===== src/rtl/hdmi_island_scheduler_pkg.sv =====
// Shared types and constants for the HDMI data-island scheduler:
// FSM states, source indices, period lengths and the packet payload struct.
package hdmi_island_scheduler_pkg;

   localparam int unsigned N_SRC     = 4;
   localparam int unsigned HDR_W     = 24;
   localparam int unsigned SUB_W     = 224;
   localparam int unsigned PRE_LEN   = 8;
   localparam int unsigned GUARD_LEN = 2;
   localparam int unsigned PKT_LEN   = 32;

   localparam logic [1:0] SRC_ACR = 2'd0;
   localparam logic [1:0] SRC_AUD = 2'd1;
   localparam logic [1:0] SRC_AVI = 2'd2;
   localparam logic [1:0] SRC_AIF = 2'd3;

   typedef enum logic [2:0] {
      ST_IDLE,
      ST_LEAD_WAIT,
      ST_PREAMBLE,
      ST_GUARD_L,
      ST_PACKET,
      ST_GUARD_T
   } state_e;

   typedef struct packed {
      logic [HDR_W-1:0] hdr;
      logic [SUB_W-1:0] sub;
   } pkt_t;

   // Round-robin successor within sources 1..3 (ACR never takes part).
   function automatic logic [1:0] rr_inc(input logic [1:0] p);
      return (p == SRC_AIF) ? SRC_AUD : 2'(p + 2'd1);
   endfunction

endpackage


===== src/rtl/hdmi_island_scheduler_arbiter.sv =====
// Combinational packet arbiter: ACR has strict priority, sources 1..3
// share round-robin starting at rr_ptr_i.
module hdmi_island_arbiter
   import hdmi_island_scheduler_pkg::*;
(
   input  logic [N_SRC-1:0] req_i,
   input  logic [1:0]       rr_ptr_i,
   output logic             valid_c_o,
   output logic [1:0]       winner_c_o,
   output logic [N_SRC-1:0] grant_c_o,
   output logic [1:0]       rr_next_c_o
);

   logic [1:0] cand;

   always_comb begin
      valid_c_o   = 1'b0;
      winner_c_o  = SRC_ACR;
      rr_next_c_o = rr_ptr_i;
      cand        = rr_ptr_i;
      if (req_i[SRC_ACR]) begin
         valid_c_o = 1'b1;
      end else begin
         for (int k = 0; k < 3; k++) begin
            if (!valid_c_o && req_i[cand]) begin
               valid_c_o   = 1'b1;
               winner_c_o  = cand;
               rr_next_c_o = rr_inc(cand);
            end
            cand = rr_inc(cand);
         end
      end
      grant_c_o = valid_c_o ? (N_SRC'(1) << winner_c_o) : '0;
   end

endmodule


===== src/rtl/hdmi_island_scheduler.sv =====
// HDMI data-island scheduler: measures blanking length, sizes the island,
// sequences preamble/guard/packet periods and captures arbitrated packets.
module hdmi_island_scheduler
   import hdmi_island_scheduler_pkg::*;
#(
   parameter int unsigned MAX_PKTS = 2,
   parameter int unsigned LEAD     = 4
) (
   input  logic               i_pixclk,
   input  logic               i_reset_n,
   input  logic               i_blank,
   input  logic [N_SRC-1:0]   i_req,
   input  logic [HDR_W-1:0]   i_hdr0,
   input  logic [HDR_W-1:0]   i_hdr1,
   input  logic [HDR_W-1:0]   i_hdr2,
   input  logic [HDR_W-1:0]   i_hdr3,
   input  logic [SUB_W-1:0]   i_sub0,
   input  logic [SUB_W-1:0]   i_sub1,
   input  logic [SUB_W-1:0]   i_sub2,
   input  logic [SUB_W-1:0]   i_sub3,
   output logic [N_SRC-1:0]   o_ack,
   output logic               o_preamble,
   output logic               o_guard,
   output logic               o_data,
   output logic               o_first,
   output logic [4:0]         o_slot,
   output logic [1:0]         o_src,
   output logic [HDR_W-1:0]   o_hdr,
   output logic [SUB_W-1:0]   o_sub,
   output logic               o_abort
);

   localparam int unsigned LEN_W    = 12;
   localparam int unsigned CNT_W    = 8;
   localparam int unsigned NPK_W    = 5;
   localparam int unsigned SLOT_W   = 5;
   localparam int unsigned OVERHEAD = 24;

   state_e             state_q;
   logic [CNT_W-1:0]   cnt_q;
   logic [SLOT_W-1:0]  slot_q;
   logic [NPK_W-1:0]   sent_q;
   logic [1:0]         rr_q;
   logic               blank_q;
   logic [LEN_W-1:0]   blank_cnt_q;
   logic [LEN_W-1:0]   len_prev_q;
   logic               pre_q, guard_q, data_q, first_q, abort_q;
   logic [N_SRC-1:0]   ack_q;
   logic [1:0]         src_q;
   pkt_t               pkt_q;

   logic [LEN_W-1:0]   avail_c;
   logic [6:0]         quot_c;
   logic [NPK_W-1:0]   n_c;
   logic [N_SRC-1:0]   req_eff_c;
   logic               arb_valid_c;
   logic [1:0]         arb_winner_c;
   logic [N_SRC-1:0]   arb_grant_c;
   logic [1:0]         arb_rr_next_c;
   pkt_t               pkt_sel_c;
   logic               rise_c;
   logic               launch_c;

   // Packets allowed in the coming island, from the previous blank length.
   always_comb begin
      avail_c = len_prev_q - LEN_W'(LEAD + OVERHEAD);
      quot_c  = 7'(avail_c >> 5);
      n_c     = '0;
      if (len_prev_q >= LEN_W'(LEAD + OVERHEAD + PKT_LEN))
         n_c = (quot_c > 7'(MAX_PKTS)) ? NPK_W'(MAX_PKTS) : NPK_W'(quot_c);
   end

   assign req_eff_c = i_req & ~ack_q;
   assign rise_c    = i_blank & ~blank_q;

   hdmi_island_arbiter u_arb (
      .req_i       (req_eff_c),
      .rr_ptr_i    (rr_q),
      .valid_c_o   (arb_valid_c),
      .winner_c_o  (arb_winner_c),
      .grant_c_o   (arb_grant_c),
      .rr_next_c_o (arb_rr_next_c)
   );

   always_comb begin
      case (arb_winner_c)
         SRC_ACR: pkt_sel_c = {i_hdr0, i_sub0};
         SRC_AUD: pkt_sel_c = {i_hdr1, i_sub1};
         SRC_AVI: pkt_sel_c = {i_hdr2, i_sub2};
         default: pkt_sel_c = {i_hdr3, i_sub3};
      endcase
   end

   assign launch_c = arb_valid_c &&
      ((state_q == ST_GUARD_L && cnt_q == CNT_W'(GUARD_LEN - 1)) ||
       (state_q == ST_PACKET && slot_q == SLOT_W'(PKT_LEN - 1) && sent_q < n_c));

   // Blank length measurement, latched on the blank falling edge.
   always_ff @(posedge i_pixclk) begin
      if (!i_reset_n) begin
         blank_q     <= 1'b0;
         blank_cnt_q <= '0;
         len_prev_q  <= '0;
      end else begin
         blank_q <= i_blank;
         if (i_blank) begin
            if (blank_cnt_q != '1) blank_cnt_q <= blank_cnt_q + LEN_W'(1);
         end else begin
            blank_cnt_q <= '0;
            if (blank_q) len_prev_q <= blank_cnt_q;
         end
      end
   end

   always_ff @(posedge i_pixclk) begin
      if (!i_reset_n) begin
         state_q <= ST_IDLE;
         cnt_q   <= '0;
         slot_q  <= '0;
         sent_q  <= '0;
         rr_q    <= SRC_AUD;
         pre_q   <= 1'b0;
         guard_q <= 1'b0;
         data_q  <= 1'b0;
         first_q <= 1'b0;
         abort_q <= 1'b0;
         ack_q   <= '0;
         src_q   <= '0;
         pkt_q   <= '0;
      end else begin
         ack_q   <= '0;
         first_q <= 1'b0;
         abort_q <= 1'b0;
         if (state_q != ST_IDLE && !i_blank) begin
            // Blank ended early: drop the island, clear every period output.
            state_q <= ST_IDLE;
            abort_q <= 1'b1;
            pre_q   <= 1'b0;
            guard_q <= 1'b0;
            data_q  <= 1'b0;
            cnt_q   <= '0;
            slot_q  <= '0;
            src_q   <= '0;
            pkt_q   <= '0;
         end else begin
            case (state_q)
               ST_IDLE: begin
                  if (rise_c && n_c != '0 && |i_req) begin
                     state_q <= ST_LEAD_WAIT;
                     cnt_q   <= '0;
                     sent_q  <= '0;
                  end
               end
               ST_LEAD_WAIT: begin
                  if (cnt_q == CNT_W'(LEAD - 1)) begin
                     state_q <= ST_PREAMBLE;
                     cnt_q   <= '0;
                     pre_q   <= 1'b1;
                  end else cnt_q <= cnt_q + CNT_W'(1);
               end
               ST_PREAMBLE: begin
                  if (cnt_q == CNT_W'(PRE_LEN - 1)) begin
                     state_q <= ST_GUARD_L;
                     cnt_q   <= '0;
                     pre_q   <= 1'b0;
                     guard_q <= 1'b1;
                  end else cnt_q <= cnt_q + CNT_W'(1);
               end
               ST_GUARD_L: begin
                  if (cnt_q == CNT_W'(GUARD_LEN - 1)) begin
                     cnt_q <= '0;
                     if (!arb_valid_c) state_q <= ST_GUARD_T;
                  end else cnt_q <= cnt_q + CNT_W'(1);
               end
               ST_PACKET: begin
                  if (slot_q == SLOT_W'(PKT_LEN - 1)) begin
                     slot_q <= '0;
                     if (!launch_c) begin
                        state_q <= ST_GUARD_T;
                        data_q  <= 1'b0;
                        guard_q <= 1'b1;
                     end
                  end else slot_q <= slot_q + SLOT_W'(1);
               end
               ST_GUARD_T: begin
                  if (cnt_q == CNT_W'(GUARD_LEN - 1)) begin
                     state_q <= ST_IDLE;
                     cnt_q   <= '0;
                     guard_q <= 1'b0;
                  end else cnt_q <= cnt_q + CNT_W'(1);
               end
               default: state_q <= ST_IDLE;
            endcase
            // Packet start (after leading guard or back-to-back): grant and capture.
            if (launch_c) begin
               state_q <= ST_PACKET;
               guard_q <= 1'b0;
               data_q  <= 1'b1;
               first_q <= (state_q == ST_GUARD_L);
               slot_q  <= '0;
               ack_q   <= arb_grant_c;
               src_q   <= arb_winner_c;
               pkt_q   <= pkt_sel_c;
               rr_q    <= arb_rr_next_c;
               sent_q  <= sent_q + NPK_W'(1);
            end
         end
      end
   end

   assign o_ack      = ack_q;
   assign o_preamble = pre_q;
   assign o_guard    = guard_q;
   assign o_data     = data_q;
   assign o_first    = first_q;
   assign o_slot     = slot_q;
   assign o_src      = src_q;
   assign o_hdr      = pkt_q.hdr;
   assign o_sub      = pkt_q.sub;
   assign o_abort    = abort_q;

endmodule


===== config.mk =====
export PLATFORM = sky130hd
export DESIGN_NAME = hdmi_island_scheduler
export DESIGN_NICKNAME = d
export VERILOG_FILES = /design/src/rtl/hdmi_island_scheduler_pkg.sv /design/src/rtl/hdmi_island_scheduler_arbiter.sv /design/src/rtl/hdmi_island_scheduler.sv
export SDC_FILE = /design/constraint.sdc
export NUM_CORES = 1
export LEC_CHECK = 0
export ABC_AREA = 1
export CAP_MARGIN = 20
export CORE_AREA = 2 2 492 494
export DETAILED_ROUTE_END_ITERATION = 7
export DIE_AREA = 0 0 494 496
export GPL_TIMING_DRIVEN = 0
export SYNTH_ARGS = -nofsm -noshare
export SYNTH_HDL_FRONTEND = slang
export SYNTH_SLANG_ARGS = --single-unit

===== constraint.sdc =====
create_clock -name i_pixclk -period 3.7 [get_ports i_pixclk]
set_clock_uncertainty 0.15 [all_clocks]
set_input_delay 0.74 -clock i_pixclk [delete_from_list [all_inputs] [get_ports i_pixclk]]
set_output_delay 0.74 -clock i_pixclk [all_outputs]
set_load 0.01 [all_outputs]

==> results.sh, run 1 <==
export IMPL_cts_buffers=47
export IMPL_rr_worst_depth=22
export IMPL_r2r_slack_ns=0.19
export IMPL_synth_compound_area_share_pct=9.06
export IMPL_ant_nets=0
export IMPL_grt_pass1_vias=26700
export IMPL_synth_mux_area_share_pct=0
export IMPL_synth_top_family_by_area="simple AND/OR/NAND/NOR gates"
export IMPL_slew_violations=0
export IMPL_floorplan_initialDensity_pct=7.72
export IMPL_synth_cell_types=42
export IMPL_worstMarginPinSlew_ns=0.893
export IMPL_area_growth_pct=107
export IMPL_hold_ws_ns=0.300
export IMPL_synth_top_area_share_pct=33.0
export IMPL_cp_max_fo=10
export IMPL_synth_fa_ha_area_share_pct=0.879
export IMPL_clkLatencyLatePin_ns=0.66
export IMPL_power_density_nw_per_um2=308
export IMPL_core_um2=240000
export IMPL_cp_slowest_cell="or3b_2"
export IMPL_ir_worst_vdd_v=0.000318
export IMPL_die_height_um=496
export IMPL_hold_viol_final=0
export IMPL_fillers=27700
export IMPL_grt_pass1_wl_um=277000
export IMPL_htreeDepth=2
export IMPL_seq_power_share_pct=28.8
export IMPL_fp_dieW_um=494
export IMPL_post_route_util_pct=15.9
export IMPL_worstSetupPathType="flip-flop to flip-flop"
export IMPL_grt_overflow_total=0
export IMPL_min_period_over_period_pct=95.0
export IMPL_cts_buffer_depth=3
export IMPL_clock_sinks=305
export IMPL_antenna_found_initial=210
export IMPL_slowest_delay_ns=0.45
export IMPL_max_freq_mhz=285
export IMPL_clockRootBuffer="clkbuf_16"
export IMPL_num_rows=180
export IMPL_hpwlAfterDp_um=200000
export IMPL_yosys_top_cells_area="dfxtp_1, nand2_1, nand3_1"
export IMPL_ys_seq_area_share_pct=33.0
export IMPL_cp_start_kind="flip-flop"
export IMPL_cp_required_ns=4.12
export IMPL_critPathCaptureType="flip-flop"
export IMPL_slew_limit_headroom_pct=40.4
export IMPL_fin_nets=5520
export IMPL_port_buffers=1262
export IMPL_p_leak_nw=15.3
export IMPL_setup_tns_ns=0
export IMPL_hold_path_class="flip-flop to flip-flop"
export IMPL_avgSynthCellArea_um2=5.84
export IMPL_power_switching_mw=4.23
export IMPL_final_min_clock_period_ns=3.51
export IMPL_power_share_combinational_pct=31.5
export IMPL_io_pins=1263
export IMPL_r2r_end="o_hdr[23]"
export IMPL_syn_area_um2=18500
export IMPL_vias=28300
export IMPL_multi_input_comb_area_um2=11600
export IMPL_drv_cap=0
export IMPL_switching_share_pct=35.9
export IMPL_critPathArrivalTime_ns=3.94
export IMPL_gp_congestion=0.981
export IMPL_yosysTopAreaCell="dfxtp_1"
export IMPL_drt_total_wl_um=230000
export IMPL_drtPass1Iterations=6
export IMPL_status="finished clean"
export IMPL_dr_first_iter_drc_count=2570
export IMPL_intPower_mw=7.54
export IMPL_cts_tree="built"
export IMPL_crit_top_cell="nand2_1"
export IMPL_setup_worst_path_start="len_prev_q[6]"
export IMPL_yosys_area_share_simple_pct=49.7
export IMPL_routed_via_density=3.62
export IMPL_netlist_instances=3169
export IMPL_r2r_start="len_prev_q[6]"
export IMPL_clockPowerShare_pct=39.7
export IMPL_drc=0
export IMPL_wl_per_cell_um=29.3
export IMPL_register_area_um2=6110
export IMPL_synth_xor_xnor_area_share_pct=0.426
export IMPL_drive_gt1_share_pct=8.47
export IMPL_ys_ff_latch=305
export IMPL_crit_end="o_hdr[23]"
export IMPL_setup_violations_final=0
export IMPL_clk_pin_slew_ns=0.06
export IMPL_yosys_warnings=0
export IMPL_ctsHoldBuffers=0
export IMPL_grt_use_total_pct=17.7
export IMPL_grt_max_degree=14
export IMPL_die_area_um2=245000
export IMPL_cp_cell_sequence="nor2_1 -> nand2_1 -> nor2_1 -> inv_1 -> nand2_1 -> or3b_2 -> o31ai_2 -> ha_1 -> a21oi_1 -> o21bai_1 -> nor3b_2 -> nand2_1 -> nand2_2 -> nand2_4 -> clkinv_8 -> nand2_8 -> buf_12 -> buf_16 -> buf_8 -> nor2_1 -> nand2_1 -> nand2_1"
## power by group through the flow
stage / Clock (mW) / Sequential, mW / Combinational [mW]
6_report: 4.68 / 3.38 / 3.71
5_1_grt: 4.93 / 3.39 / 3.97
4_1_cts: 4.86 / 3.38 / 3.69
3_5_place_dp: 0 / 3.45 / 3.58
3_3_place_gp: 0 / 3.45 / 3.55
2_1_floorplan: 0 / 3.46 / 1.19
## how the worst min path moves through the flow
stage                              start        endpoint  slack [ns]  cells after the start
final                           o_src[1]        o_src[1]        0.30                      2
after detailed placement       o_sub[90]       o_sub[90]        0.29                      2
after floorplan           blank_cnt_q[0]  blank_cnt_q[0]        0.30                      1
after global placement          o_src[1]        o_src[1]        0.28                      2
after global routing           o_sub[55]       o_sub[55]        0.31                      2
after CTS                     o_sub[104]      o_sub[104]        0.30                      2
## kinds of logic (layout without fill, tap and decap cells)
kind of cell             after synthesis  after routing
AND/OR/NAND/NOR                     2222           2223
flip-flops                           305            305
adder cells (fa/ha/maj)               13             13
other                                  1            110
XOR/XNOR                               9              9
AO/OA/AOI/OAI                        327            327
buffers and inverters                292           1666
## placed cells by master, fill, tap and decap left out, drive strengths merged, types with 8 or more instances in the layout
master / n
nand4: 9
clkdlybuf4s50: 1262
inv: 74
ha: 13
clkbuf: 178
o21ai: 283
nor2: 562
nand2: 1085
xor2: 9
dfxtp: 305
clkinv: 21
nand3: 550
a21oi: 31
nor3: 8
diode: 107
buf: 127
## per-layer routing
layer | vias up | part of all wire [%] | track usage [%]
met2 | 1670 | 47 | 30.0
met4 | 96 | 7.0 | 11.0
met5 | - | 0.28 | 0.0193
met1 | 12900 | 34 | 17.6
li1 | 13100 | - | -
met3 | 566 | 12 | 8.00
## layout make-up
cell class | count | area share [%]
repair buffers | 1288 | 34.0
flip-flops and latches | 305 | 16.0
well taps | 3185 | 10.4
plain buffers | 218 | 3.56
clock inverters | 26 | 0.668
clock buffers | 61 | 3.37
multi-input cells | 2575 | 30.4
inverters | 73 | 0.796
diodes | 107 | 0.701
## flip-flops by register name, indices dropped and copies added, names as in the netlist, 3 cells and up
name	count
state_q	3
o_sub	224
blank_cnt_q	12
o_hdr	24
o_slot	5
o_ack	4
cnt_q	8
len_prev_q	10
sent_q	5
## critical path: cells and delay by family, from the launching register on
kind	cells	cell delay, ns
buffers and inverters	5	0.63
AO/OA/AOI/OAI	3	0.40
AND/OR/NAND/NOR	13	1.65
adder cells (fa/ha/maj)	1	0.17
flip-flops	1	0.36
## Yosys cell counts
| master | n |
|---|---|
| nand3b_1 | 1 |
| buf_4 | 8 |
| nand4_1 | 9 |
| clkinv_2 | 2 |
| o31ai_1 | 1 |
| nor3b_1 | 1 |
| nand3_4 | 2 |
| inv_2 | 5 |
| buf_1 | 2 |
| buf_2 | 92 |
| nor2_2 | 2 |
| a21oi_4 | 1 |
| or2_2 | 3 |
| nor2_1 | 558 |
| nand2_1 | 1075 |
| clkbuf_1 | 114 |
| o21ai_0 | 263 |
| o2111ai_1 | 1 |
| nor3_1 | 8 |
| nand2_2 | 6 |
| o21ai_1 | 20 |
| xor2_1 | 9 |
| a31oi_1 | 4 |
| clkinv_1 | 1 |
| a21oi_1 | 30 |
| a211oi_1 | 3 |
| a21boi_0 | 1 |
| ha_1 | 13 |
| nor2_4 | 2 |
| o21bai_1 | 1 |
| inv_1 | 64 |
| inv_4 | 1 |
| nand3_2 | 4 |
| or2_4 | 1 |
| buf_6 | 3 |
| nor3b_2 | 1 |
| or3b_2 | 2 |
| dfxtp_1 | 305 |
| nand2_4 | 3 |
| nand3_1 | 544 |
| conb_1 | 1 |
| o211ai_1 | 2 |
## what timing repair did
| item | in CTS | in global routing |
|---|---|---|
| pin swaps | 1 | 5 |
| buffers inserted | 4 | 12 |
| gates cloned | 0 | 3 |
| endpoints found under the setup margin | 248 | 249 |
| gates resized for setup | 167 | 143 |
## metrics by stage
| step | worst slack, ns | power [mW] | area (µm²) | std cells |
|---|---|---|---|---|
| 2_1_floorplan | 0.798 | 4.65 | 18500 | 3171 |
| 3_3_place_gp | -1.64 | 7.00 | 35100 | 7618 |
| 3_5_place_dp | -1.57 | 7.03 | 35300 | 7626 |
| 4_1_cts | -0.144 | 11.9 | 37400 | 7716 |
| 5_1_grt | -0.000136 | 12.3 | 38100 | 7792 |
| 6_report | 0.185 | 11.8 | 38200 | 7838 |
(Power assumes the default switching activity.)
==> run 2, diff against run 1 <==
Settings changed: CELL_PAD_IN_SITES_DETAIL_PLACEMENT from default to 2, CELL_PAD_IN_SITES_GLOBAL_PLACEMENT from default to 2, CORE_AREA 2 2 492 494 to 2 2 488 490, DIE_AREA 0 0 494 496 to 0 0 490 492, PLACE_DENSITY_LB_ADDON from default to 0.1.
Clock period 3.7 ns to 4.2 ns, I/O delays scaled along.
==> results.sh, run 2 (same netlist as run 1, synthesis figures left out) <==
export IMPL_grt_overflow_total=0
export IMPL_max_freq_mhz=248
export IMPL_layout_commonest_cell="clkdlybuf4s50_1"
export IMPL_p_leak_nw=15.0
export IMPL_floorplan_initialDensity_pct=7.83
export IMPL_fp_dieW_um=490
export IMPL_setup_tns_ns=0
export IMPL_power_density_nw_per_um2=289
export IMPL_gp_congestion=0.805
export IMPL_slew_violations=0
export IMPL_critPathArrivalTime_ns=4.42
export IMPL_hold_path_class="flip-flop to flip-flop"
export IMPL_num_rows=179
export IMPL_vias=27200
export IMPL_drv_cap=0
export IMPL_port_buffers=1262
export IMPL_worstSetupPathType="flip-flop to flip-flop"
export IMPL_grt_pass1_wl_um=272000
export IMPL_area_growth_pct=102
export IMPL_die_area_um2=241000
export IMPL_cts_buffers=55
export IMPL_wl_met3_um=14600
export IMPL_clockRootBuffer="clkbuf_16"
export IMPL_hpwlAfterDp_um=174000
export IMPL_fin_nets=5515
export IMPL_dr_first_iter_drc_count=961
export IMPL_slew_limit_headroom_pct=33.2
export IMPL_ant_nets=0
export IMPL_cp_max_fo=11
export IMPL_critPathCaptureType="flip-flop"
export IMPL_met1_length_um=81000
export IMPL_final_min_clock_period_ns=4.03
export IMPL_cts_buffer_depth=3
export IMPL_slowest_delay_ns=0.54
export IMPL_drive_gt1_share_pct=5.95
export IMPL_drt_total_wl_um=205000
export IMPL_rsz0062_at_grt="yes"
export IMPL_routed_via_density=3.52
export IMPL_ctsHoldBuffers=0
export IMPL_antenna_found_initial=96
export IMPL_cp_cell_sequence="inv_2 -> ha_1 -> inv_2 -> nand3_1 -> a31oi_1 -> nand2_4 -> buf_4 -> clkbuf_1 -> buf_8 -> o21ai_0 -> nand3_2 -> nand2_1 -> nand2_1"
export IMPL_power_mw=10.8
export IMPL_cts_tree="built"
export IMPL_wl_per_cell_um=26.5
export IMPL_clk_pin_slew_ns=0.05
export IMPL_die_height_um=492
export IMPL_post_dp_cell_area_um2=35200
export IMPL_cp_slowest_cell="dfxtp_1"
export IMPL_largest_reg_flops=224
export IMPL_grt_max_degree=14
export IMPL_core_um2=236000
export IMPL_stdcell_area_um2=37300
export IMPL_min_period_over_period_pct=95.9
export IMPL_htreeDepth=2
export IMPL_ir_worst_vdd_v=0.000291
export IMPL_cp_required_ns=4.59
export IMPL_drc=0
export IMPL_hold_viol_final=0
export IMPL_status="finished clean"
export IMPL_clock_sinks=305
export IMPL_hold_ws_ns=0.299
export IMPL_setup_violations_final=0
export IMPL_top_layer="met5"
export IMPL_grt_pass1_vias=29600
export IMPL_layout_common_cells="clkdlybuf4s50_1, nand2_1, nor2_1"
export IMPL_wl_met2_um=104000
export IMPL_fillers=28000
export IMPL_grt_use_total_pct=16.4
export IMPL_clkLatencyLatePin_ns=0.68
export IMPL_io_pins=1263
export IMPL_cp_start_kind="flip-flop"
export IMPL_drtPass1Iterations=4
export IMPL_worstMarginPinSlew_ns=1.00
-- run 2: cell count changes in the layout (fill, tap and decap cells not counted), moves of 18 or more --
cell      change
nand3_1      +34
nand3_2      -23
clkbuf_1     +32
diode_2      -82
nor2_2       -18
nor2_1       +34
-- run 2: cell type report --
| type | instances | area, µm² | area share (%) |
|---|---|---|---|
| repair buffers | 1275 | 12800 | 34.4 |
| clock inverters | 19 | 206 | 0.554 |
| well taps | 3167 | 3960 | 10.6 |
| flip-flops and latches | 305 | 6110 | 16.4 |
| multi-input cells | 2574 | 11200 | 30.0 |
| plain buffers | 219 | 1100 | 2.96 |
| inverters | 73 | 282 | 0.755 |
| clock buffers | 76 | 1570 | 4.20 |
| diodes | 25 | 62.6 | 0.168 |
-- run 2: stage by stage --
step | utilization (%) | std cells | setup WS (ns)
floorplan | - | 3171 | 1.30
global placement | 14.9 | 7600 | -1.61
detailed placement | 14.9 | 7606 | -1.23
CTS | 15.7 | 7701 | -0.0706
global route | 15.8 | 7712 | -0.0827
finish | 15.8 | 7733 | 0.172
-- run 2: worst paths after layout --
| path | slack (ns) | cells past startpoint | end | startpoint |
|---|---|---|---|---|
| setup / recovery | 0.17 | 13 | o_sub[54] | rr_q[0] |
| hold / removal | 0.30 | 2 | o_sub[204] | o_sub[204] |
| setup reg to reg | 0.17 | 13 | o_sub[54] | rr_q[0] |
| hold reg to reg | 0.30 | 2 | o_sub[204] | o_sub[204] |
-- run 2: where the power goes --
group	internal [mW]	switching, mW
Combinational	1.32	1.76
Clock	2.81	1.88
Sequential	2.95	0.0411
-- run 2: layer usage --
metal  GRT usage [%]  vias to the layer above
li1                -                    13000
met1            18.1                    13000
met2            30.3                      967
met3            5.46                      245
met4            3.37                       70
met5               0                        -
-- run 2: critical path, delay by kind of cell, from the launching register on --
family,cells,cell delay (ns)
buffers and inverters,5,1.07
AND/OR/NAND/NOR,5,0.95
AO/OA/AOI/OAI,2,0.69
flip-flops,1,0.54
adder cells (fa/ha/maj),1,0.43
-- run 2: repair_timing --
item	4_1_cts	5_1_grt
endpoints found under the setup margin	211	221
buffers inserted	0	7
pin swaps	0	2
resized for setup	47	33
==> run 3, diff against run 2 <==
Settings changed: ABC_AREA 1 to default, CORE_AREA 2 2 488 490 to 2 2 490 492, DIE_AREA 0 0 490 492 to 0 0 492 494.
==> results.sh, run 3 <==
export IMPL_async_reset_ff_share_pct=0
export IMPL_grt_max_degree=14
export IMPL_syn_area_um2=18400
export IMPL_cp_max_fo=10
export IMPL_clock_sinks=305
export IMPL_hpwlAfterDp_um=181000
export IMPL_stdcell_area_um2=37100
export IMPL_cts_buffers=54
export IMPL_clockRootBuffer="clkbuf_16"
export IMPL_cp_required_ns=4.62
export IMPL_cp_start_kind="flip-flop"
export IMPL_worstSetupPathType="flip-flop to flip-flop"
export IMPL_ys_flop_type="dfxtp_1"
export IMPL_setup_tns_ns=0
export IMPL_layout_commonest_cell="clkdlybuf4s50_1"
export IMPL_clk_pin_slew_ns=0.06
export IMPL_ys_ff_latch=305
export IMPL_layout_common_cells="clkdlybuf4s50_1, dfxtp_1, nand2_1"
export IMPL_die_height_um=494
export IMPL_netlist_top_cells_count="dfxtp_1, nand2_1, nor2_1"
export IMPL_grt_overflow_total=0
export IMPL_min_period_over_period_pct=94.5
export IMPL_drc=0
export IMPL_worstMarginPinSlew_ns=0.934
export IMPL_avgSynthCellArea_um2=8.89
export IMPL_htreeDepth=2
export IMPL_dr_first_iter_drc_count=1002
export IMPL_grt_pass1_vias=26200
export IMPL_drtPass1Iterations=4
export IMPL_antenna_found_initial=150
export IMPL_top_layer="met5"
export IMPL_slew_limit_headroom_pct=37.6
export IMPL_power_density_nw_per_um2=253
export IMPL_clkLatencyLatePin_ns=0.69
export IMPL_area_growth_pct=102
export IMPL_final_min_clock_period_ns=3.97
export IMPL_grt_pass1_wl_um=276000
export IMPL_wl_met3_um=18600
export IMPL_yosysTopAreaCell="dfxtp_1"
export IMPL_netlist_instances=2072
export IMPL_gp_congestion=0.807
export IMPL_p_leak_nw=11.6
export IMPL_hold_viol_final=0
export IMPL_post_dp_cell_area_um2=35000
export IMPL_synth_edf_count=0
export IMPL_cts_tree="built"
export IMPL_critPathArrivalTime_ns=4.39
export IMPL_io_pins=1263
export IMPL_max_freq_mhz=252
export IMPL_vias=23900
export IMPL_num_rows=179
export IMPL_die_area_um2=243000
export IMPL_synth_cell_types=79
export IMPL_setup_violations_final=0
export IMPL_cts_buffer_depth=3
export IMPL_wl_met2_um=108000
export IMPL_post_route_util_pct=15.6
export IMPL_wl_per_cell_um=32.4
export IMPL_slew_violations=0
export IMPL_core_um2=237000
export IMPL_largest_reg_flops=224
export IMPL_ir_worst_vdd_v=0.000299
export IMPL_grt_use_total_pct=17.0
export IMPL_fin_nets=4411
export IMPL_synth_most_common_cell="dfxtp_1"
export IMPL_yosys_top_cells_area="dfxtp_1, o221ai_2, o22ai_1"
export IMPL_floorplan_initialDensity_pct=7.76
export IMPL_routed_via_density=3.61
export IMPL_met1_length_um=82600
export IMPL_synth_top_area_share_pct=33.2
export IMPL_rsz0062_at_grt="yes"
export IMPL_ys_seq_area_share_pct=33.2
export IMPL_port_buffers=1262
export IMPL_fp_dieW_um=492
export IMPL_drv_cap=0
export IMPL_hold_path_class="flip-flop to flip-flop"
export IMPL_yosys_warnings=0
export IMPL_ant_nets=0
export IMPL_drt_total_wl_um=215000
export IMPL_status="finished clean"
export IMPL_critPathCaptureType="flip-flop"
export IMPL_drive_gt1_share_pct=15.5
run 3: logic make-up after synthesis:
| family | synth area share (%) |
|---|---|
| buf+inv | 7.16 |
| flops | 33.2 |
| other cells | 0.0204 |
| mux | 0.462 |
| fa+ha+maj | 0.883 |
| xor+xnor | 0.523 |
| simple gates | 15.9 |
| compound gates | 41.9 |
run 3: timing repair:
action                                  CTS  global route
pin swaps                                 1             2
hold buffers                              0             0
gates resized for setup                  79            65
endpoints found under the setup margin  240           236
setup buffers                             3             3
run 3: final timing paths:
kind                            cells after the start        end      start  slack [ns]
worst max register to register                     12  o_sub[98]    rr_q[0]        0.23
worst min register to register                      2  o_hdr[14]  o_hdr[14]        0.30
worst max-delay path                               12  o_sub[98]    rr_q[0]        0.23
worst min-delay path                                2  o_hdr[14]  o_hdr[14]        0.30
run 3: report_power, final:
part	switching, mW	internal, mW	total [mW]
clock	1.97	2.64	4.62
sequential	0.00127	2.90	2.90
combinational	0.859	1.01	1.87
run 3: worst max-delay path, cell delays in order, from the launching register on:
cell	delay, ns
dfxtp_1	0.41
inv_1	0.16
ha_1	0.31
buf_2	0.19
nor4b_2	0.35
nand2b_1	0.34
a221oi_2	0.13
a21o_1	0.22
or3b_1	0.36
buf_2	0.22
clkbuf_2	0.37
o221ai_2	0.45
o31ai_1	0.13
run 3: layout make-up:
| type | instances | area [µm²] |
|---|---|---|
| inverter | 9 | 33.8 |
| antenna | 21 | 52.6 |
| timing repair buffer | 1271 | 12800 |
| clock buffer | 90 | 1660 |
| fill | 27400 | 200000 |
| multi-input combinational | 1552 | 11100 |
| clock inverter | 5 | 31.3 |
| sequential | 305 | 6110 |
| tap | 3167 | 3960 |
| buffer | 206 | 1470 |
run 3: metal layers:
metal  track usage [%]  vias up
met4              3.06       96
met1              18.7    11700
li1                  -    10800
met3              6.87      348
met2              30.9      982
met5                 0        -
run 3: metrics by stage:
stage / power, mW / cells / hold WS [ns] / setup slack, ns
after floorplan: 3.41 / 2074 / 0.293 / 1.02
after global placement: 4.84 / 6503 / 0.289 / -1.64
after detailed placement: 4.85 / 6505 / 0.298 / -1.63
after CTS: 9.71 / 6601 / 0.312 / 0.00495
after global routing: 9.86 / 6611 / 0.331 / -0.0534
final: 9.38 / 6626 / 0.304 / 0.231
